### src/rtl/tank_shell.sv
// tank_shell: player projectile that spawns at the barrel on a fire-key edge,
// flies one step per frame and then reloads. Define TANK_SHELL_BOUNCE_EN for one edge bounce.
module tank_shell #(
    parameter logic [7:0] FIRE_KEY        = 8'h2C,
    parameter int         SHELL_STEP      = 4,
    parameter int         BARREL          = 8,
    parameter int         SHELL_SIZE      = 2,
    parameter int         COOLDOWN_FRAMES = 30,
    parameter int         X_MIN           = 1,
    parameter int         X_MAX           = 639,
    parameter int         Y_MIN           = 1,
    parameter int         Y_MAX           = 479
) (
    input  logic       frame_clk,
    input  logic       Reset,
    input  logic [7:0] keycode,
    input  logic [9:0] TankX,
    input  logic [9:0] TankY,
    input  logic [1:0] direction,
    input  logic       hit,
    output logic [9:0] ShellX,
    output logic [9:0] ShellY,
    output logic [9:0] ShellS,
    output logic       shell_active,
    output logic [1:0] shell_dir,
    output logic [7:0] shots_fired
);
    localparam int CW = $clog2(COOLDOWN_FRAMES + 1);

    localparam logic [9:0] STEP   = 10'(SHELL_STEP);
    localparam logic [9:0] BAR    = 10'(BARREL);
    localparam logic [9:0] TL_LIM = 10'(X_MIN + BARREL);
    localparam logic [9:0] TR_LIM = 10'(X_MAX - BARREL);
    localparam logic [9:0] TD_LIM = 10'(Y_MAX - BARREL);
    localparam logic [9:0] TU_LIM = 10'(Y_MIN + BARREL);
    localparam logic [9:0] SL_LIM = 10'(X_MIN + SHELL_STEP);
    localparam logic [9:0] SR_LIM = 10'(X_MAX - SHELL_STEP);
    localparam logic [9:0] SD_LIM = 10'(Y_MAX - SHELL_STEP);
    localparam logic [9:0] SU_LIM = 10'(Y_MIN + SHELL_STEP);
    localparam logic [CW-1:0] CD_LOAD = CW'(COOLDOWN_FRAMES - 1);

    localparam logic [1:0] D_LEFT  = 2'b00;
    localparam logic [1:0] D_RIGHT = 2'b01;
    localparam logic [1:0] D_DOWN  = 2'b10;
    localparam logic [1:0] D_UP    = 2'b11;

    typedef enum logic [1:0] {IDLE, FLYING, COOLDOWN} state_t;

    state_t        state_q, state_d;
    logic [9:0]    x_q, x_d, y_q, y_d;
    logic          active_q, active_d;
    logic [1:0]    dir_q, dir_d;
    logic [7:0]    shots_q, shots_d;
    logic [CW-1:0] cnt_q, cnt_d;
    logic          fire_prev_q, fire_prev_d;
`ifdef TANK_SHELL_BOUNCE_EN
    logic          bounced_q, bounced_d;
`endif

    logic       fire_now, fire_edge, launch_ok, oob, retire;
    logic [9:0] spawn_x, spawn_y, step_x, step_y;

    always_comb begin
        fire_now    = (keycode == FIRE_KEY);
        fire_edge   = fire_now & ~fire_prev_q;
        fire_prev_d = fire_now;

        // Limits are pre-offset constants so no operand can wrap.
        launch_ok = 1'b0;
        spawn_x   = TankX;
        spawn_y   = TankY;
        unique case (direction)
            D_LEFT:  begin launch_ok = TankX >= TL_LIM; spawn_x = TankX - BAR; end
            D_RIGHT: begin launch_ok = TankX <= TR_LIM; spawn_x = TankX + BAR; end
            D_DOWN:  begin launch_ok = TankY <= TD_LIM; spawn_y = TankY + BAR; end
            D_UP:    begin launch_ok = TankY >= TU_LIM; spawn_y = TankY - BAR; end
        endcase

        oob    = 1'b0;
        step_x = x_q;
        step_y = y_q;
        unique case (dir_q)
            D_LEFT:  begin oob = x_q < SL_LIM; step_x = x_q - STEP; end
            D_RIGHT: begin oob = x_q > SR_LIM; step_x = x_q + STEP; end
            D_DOWN:  begin oob = y_q > SD_LIM; step_y = y_q + STEP; end
            D_UP:    begin oob = y_q < SU_LIM; step_y = y_q - STEP; end
        endcase

        state_d   = state_q;
        x_d       = x_q;
        y_d       = y_q;
        active_d  = active_q;
        dir_d     = dir_q;
        shots_d   = shots_q;
        cnt_d     = cnt_q;
        retire    = 1'b0;
`ifdef TANK_SHELL_BOUNCE_EN
        bounced_d = bounced_q;
`endif

        unique case (state_q)
            IDLE: begin
                if (fire_edge && launch_ok) begin
                    state_d   = FLYING;
                    x_d       = spawn_x;
                    y_d       = spawn_y;
                    dir_d     = direction;
                    active_d  = 1'b1;
                    shots_d   = shots_q + 8'd1;
`ifdef TANK_SHELL_BOUNCE_EN
                    bounced_d = 1'b0;
`endif
                end
            end
            FLYING: begin
                if (hit) begin
                    retire = 1'b1;
                end else if (oob) begin
`ifdef TANK_SHELL_BOUNCE_EN
                    if (bounced_q) begin
                        retire = 1'b1;
                    end else begin
                        dir_d     = {dir_q[1], ~dir_q[0]};
                        bounced_d = 1'b1;
                    end
`else
                    retire = 1'b1;
`endif
                end else begin
                    x_d = step_x;
                    y_d = step_y;
                end
            end
            COOLDOWN: begin
                if (cnt_q == '0) state_d = IDLE;
                else             cnt_d   = cnt_q - CW'(1);
            end
            default: state_d = IDLE;
        endcase

        if (retire) begin
            state_d  = COOLDOWN;
            active_d = 1'b0;
            cnt_d    = CD_LOAD;
        end
    end

    always_ff @(posedge frame_clk) begin
        if (Reset) begin
            state_q     <= IDLE;
            x_q         <= '0;
            y_q         <= '0;
            active_q    <= 1'b0;
            dir_q       <= 2'b00;
            shots_q     <= '0;
            cnt_q       <= '0;
            fire_prev_q <= 1'b0;
`ifdef TANK_SHELL_BOUNCE_EN
            bounced_q   <= 1'b0;
`endif
        end else begin
            state_q     <= state_d;
            x_q         <= x_d;
            y_q         <= y_d;
            active_q    <= active_d;
            dir_q       <= dir_d;
            shots_q     <= shots_d;
            cnt_q       <= cnt_d;
            fire_prev_q <= fire_prev_d;
`ifdef TANK_SHELL_BOUNCE_EN
            bounced_q   <= bounced_d;
`endif
        end
    end

    assign ShellX       = x_q;
    assign ShellY       = y_q;
    assign ShellS       = 10'(SHELL_SIZE);
    assign shell_active = active_q;
    assign shell_dir    = dir_q;
    assign shots_fired  = shots_q;
endmodule

### config.mk
export PLATFORM = sky130hd
export DESIGN_NAME = tank_shell
export DESIGN_NICKNAME = d
export VERILOG_FILES = /design/src/rtl/tank_shell.sv
export SDC_FILE = /design/constraint.sdc
export NUM_CORES = 1
export LEC_CHECK = 0
export BUFFER_PORTS_ARGS = -buffer_cell sky130_fd_sc_hd__buf_2
export CAP_MARGIN = 10
export CORE_AREA = 2 2 92 94
export CTS_CLUSTER_DIAMETER = 40
export DETAILED_ROUTE_END_ITERATION = 12
export DIE_AREA = 0 0 94 96
export PLACE_DENSITY = 0.75
export SETUP_SLACK_MARGIN = 0.15
export SYNTH_ARGS = -nofsm -noshare
export SYNTH_HDL_FRONTEND = slang
export SYNTH_SLANG_ARGS = --single-unit
export TNS_END_PERCENT = 20
### constraint.sdc
create_clock -name frame_clk -period 3.6 [get_ports frame_clk]
set_input_delay 0.72 -clock frame_clk [delete_from_list [all_inputs] [get_ports frame_clk]]
set_output_delay 0.72 -clock frame_clk [all_outputs]
set_load 0.05 [all_outputs]
==> reports/summary.txt <==
share of the synthesized area in the top cell type = 0.233
CP arrival = 3.06 ns
Worst Hold Depth = 2
clock skew = 0.00294 ns
Multi-input gate area = 2380 um^2
FP Rows = 33
yosys synthesis warning count = 0
Slew Viols, Final = 0
DR iter-0 viols = 229
Antenna diodes = 0
leakage power figure = 1.66 nW
HPWL Detailed = 6.89 mm
crit path max-delay cell type = buf_2
hold path endpoint = cnt_q[4]$_SDFFE_PP0P_
vias in the first global route = 3167
fillers = 816
RSZ-0062 raised after global routing = false
post-CTS resize count = 0
most frequent cells in the layout = 63 x buf_2, 39 x dfxtp_1, 39 x nand2_1, 39 x a21oi_1, 32 x o21ai_0
H-tree depth = 2
delay of the slowest critical-path stage = 0.40 ns
sequential cell area fraction in the yosys report = 0.233
Sum Neg Setup Slack = 0 ns
post-CTS setup repair buffer count = 0
DP Cell Count = 580
Hold Buf Count CTS = 0
Sink Count = 39
Hold Crit Start = cnt_q[4]$_SDFFE_PP0P_
synth top area cells = dfxtp_1 23%, ha_1 9.0%, a21oi_1 5.8%
Clk Latency, worst-skew pair = 0.28 ns
Post-Layout Inst Area = 3820 um^2
# port buffers = 63
FF-to-FF Start = shell_dir[1]$_SDFFE_PP0P_
DR pass1 iterations = 5
synth unique cells = 56
Synth Area in Adders = 0.114
dominant cell type by area after synthesis = dfxtp_1
Simple-Gate Fraction of Synth Area = 0.230
CP bufs+invs = 2
r2r endpoint = ShellX[9]$_SDFFE_PP0P_
Chip Width = 94 um
worst path cell trace = buf_2, nor2b_1, inv_1, ha_1, a211oi_1, o21ai_0, and3_1, o311ai_0, o211ai_1, a21oi_1
Num CTS Buffers = 5
reg2reg path depth = 9
crit path max fanout = 29
CTS tree = yes
Worst Tran Pin Value = 0.685 ns
die area = 9020 um^2
initial antenna violation count = 0
initial core utilization = 0.416
vias = 3439
f_max = 351 MHz
dpl cell area = 3700 um^2
vias per cell = 5.85
largest family of logic cells by synthesized area = compound AO/OA/AOI/OAI gates
WS Path Type = in2reg
gr ovfl total = 0
DR DRC count = 0
Total Routed Length = 8.93 mm
Area Overhead vs Synth = 14.0%
PD cells = 261 nW/um^2
Mapped Cells = 429
drt wl/cell = 15.2 um
post-route antenna net violation count = 0
setup slack, reg-to-reg = 0.90 ns
slew margin rel. = 0.543
Layout Nets = 543
Longest Clk Path Bufs = 2
commonest non-fill, non-tap cell in the layout = buf_2
max-cap violations = 0
Async S/R FF share, synth = 0
Final WS setup = 0.754 ns
Routability Congestion = 0.904
share of layout cells above drive strength 1 = 0.180
Peak VDD IR = 132 uV
mux contribution to synthesized area = 0.0247
compound-gate portion of the synthesized area = 0.263
crit path time final = 2.85 ns
pre-CTS setup slack = 0.473 ns
status = complete, no violations
Crit. End Element = register
WHS = 0.480 ns
Root Buffer = clkbuf_8
Final Setup Violations = 0
Main synth FF type = dfxtp_1
register area = 781 um^2
Post-synth EDFFs = 0
Final Hold Vio Count = 0
io pins = 74
synthesized area = 3350 um^2
core area = 8050 um^2
Top delay family on crit path = compound AO/OA/AOI/OAI gates
Worst EP required = 3.81 ns
DIE HEIGHT = 96 um
Hold Crit Class = reg2reg
Overall Power = 0.996 mW
CP Launch Type = input port
Clk pin slew, worst setup/hold paths = 0.07 ns
final core utilization = 0.474
largest net degree at the start of global routing = 37
Total GRT Usage = 0.198
xor and xnor fraction of the mapped netlist area = 0.0669
Finished Layout Cells = 588
first-pass GRT wire length = 14.6 mm
fin crit share = 0.790
register bit total from synthesis = 39
mean post-synth cell area = 7.81 um^2
## Yosys cell counts (all sizes together) (7+ instances only)
library cell  instances
nor2                 25
nand4                 7
a21oi                39
inv                  18
nand2                39
a21o                  9
clkbuf               14
xnor2                13
nor3                 15
a211oi               16
ha                   24
nand3                13
dfxtp                39
o21ai                33
xor2                 10
buf                  14
## cells by family (layout without fill, tap and decap cells)
logic type	Yosys count	after routing
AND/OR/NAND/NOR	144	144
AO/OA/AOI/OAI	138	138
multiplexers	8	8
other	2	10
flip-flops	39	39
XOR/XNOR	24	24
adder cells (fa/ha/maj)	28	28
buffers and inverters	46	92
## sequential cells by signal, summed over array words and instances, names as in the netlist
name,cells
shell_dir,2
shots_fired,8
ShellY,10
cnt_q,5
state_q,2
ShellX,10
fire_prev_q,1
shell_active,1
## layer usage
metal | routed length, um | global-route usage | share of wire | vias up
met3 | 477 | 0.0204 | 0.053 | 12
met4 | 136 | 0.0495 | 0.015 | 0
met2 | 4460 | 0.355 | 0.50 | 117
met5 | 0 | 0 | 0 | -
met1 | 3860 | 0.254 | 0.43 | 1624
li1 | - | - | - | 1686
## area by class of cell
| cell class | count | area share |
|---|---|---|
| sequential | 39 | 0.204 |
| clock inverter | 2 | 0.00917 |
| clock buffer | 6 | 0.0216 |
| multi-input combinational | 352 | 0.624 |
| tap | 105 | 0.0344 |
| timing repair buffer | 66 | 0.0885 |
| inverter | 18 | 0.0177 |
## worst max path at each step
stage,startpoint,to,slack [ns],cells after the start
global route,direction[1],ShellX[8]$_SDFFE_PP0P_,0.43,10
floorplan,direction[0],ShellX[8]$_SDFFE_PP0P_,0.87,10
detailed placement,direction[1],ShellX[8]$_SDFFE_PP0P_,0.47,10
finish,direction[1],ShellX[8]$_SDFFE_PP0P_,0.75,10
CTS,direction[1],ShellX[8]$_SDFFE_PP0P_,0.76,10
global placement,direction[1],ShellX[8]$_SDFFE_PP0P_,0.57,10
## where the power goes
part	switching (mW)	total, mW	internal, mW
registers	0.00126	0.433	0.432
clock network	0.146	0.370	0.224
logic	0.122	0.193	0.0707
## worst reg2reg max path: stages, from the launching register on
cell and delay [ns]:
dfxtp_1 0.58, inv_1 0.10, nand2_1 0.32, ha_1 0.32
a211oi_1 0.41, o21ai_0 0.16, o21ai_0 0.12, xnor3_1 0.24
o221ai_1 0.20, o32ai_1 0.12
No activity file was read; power rests on OpenSTA's default activity.
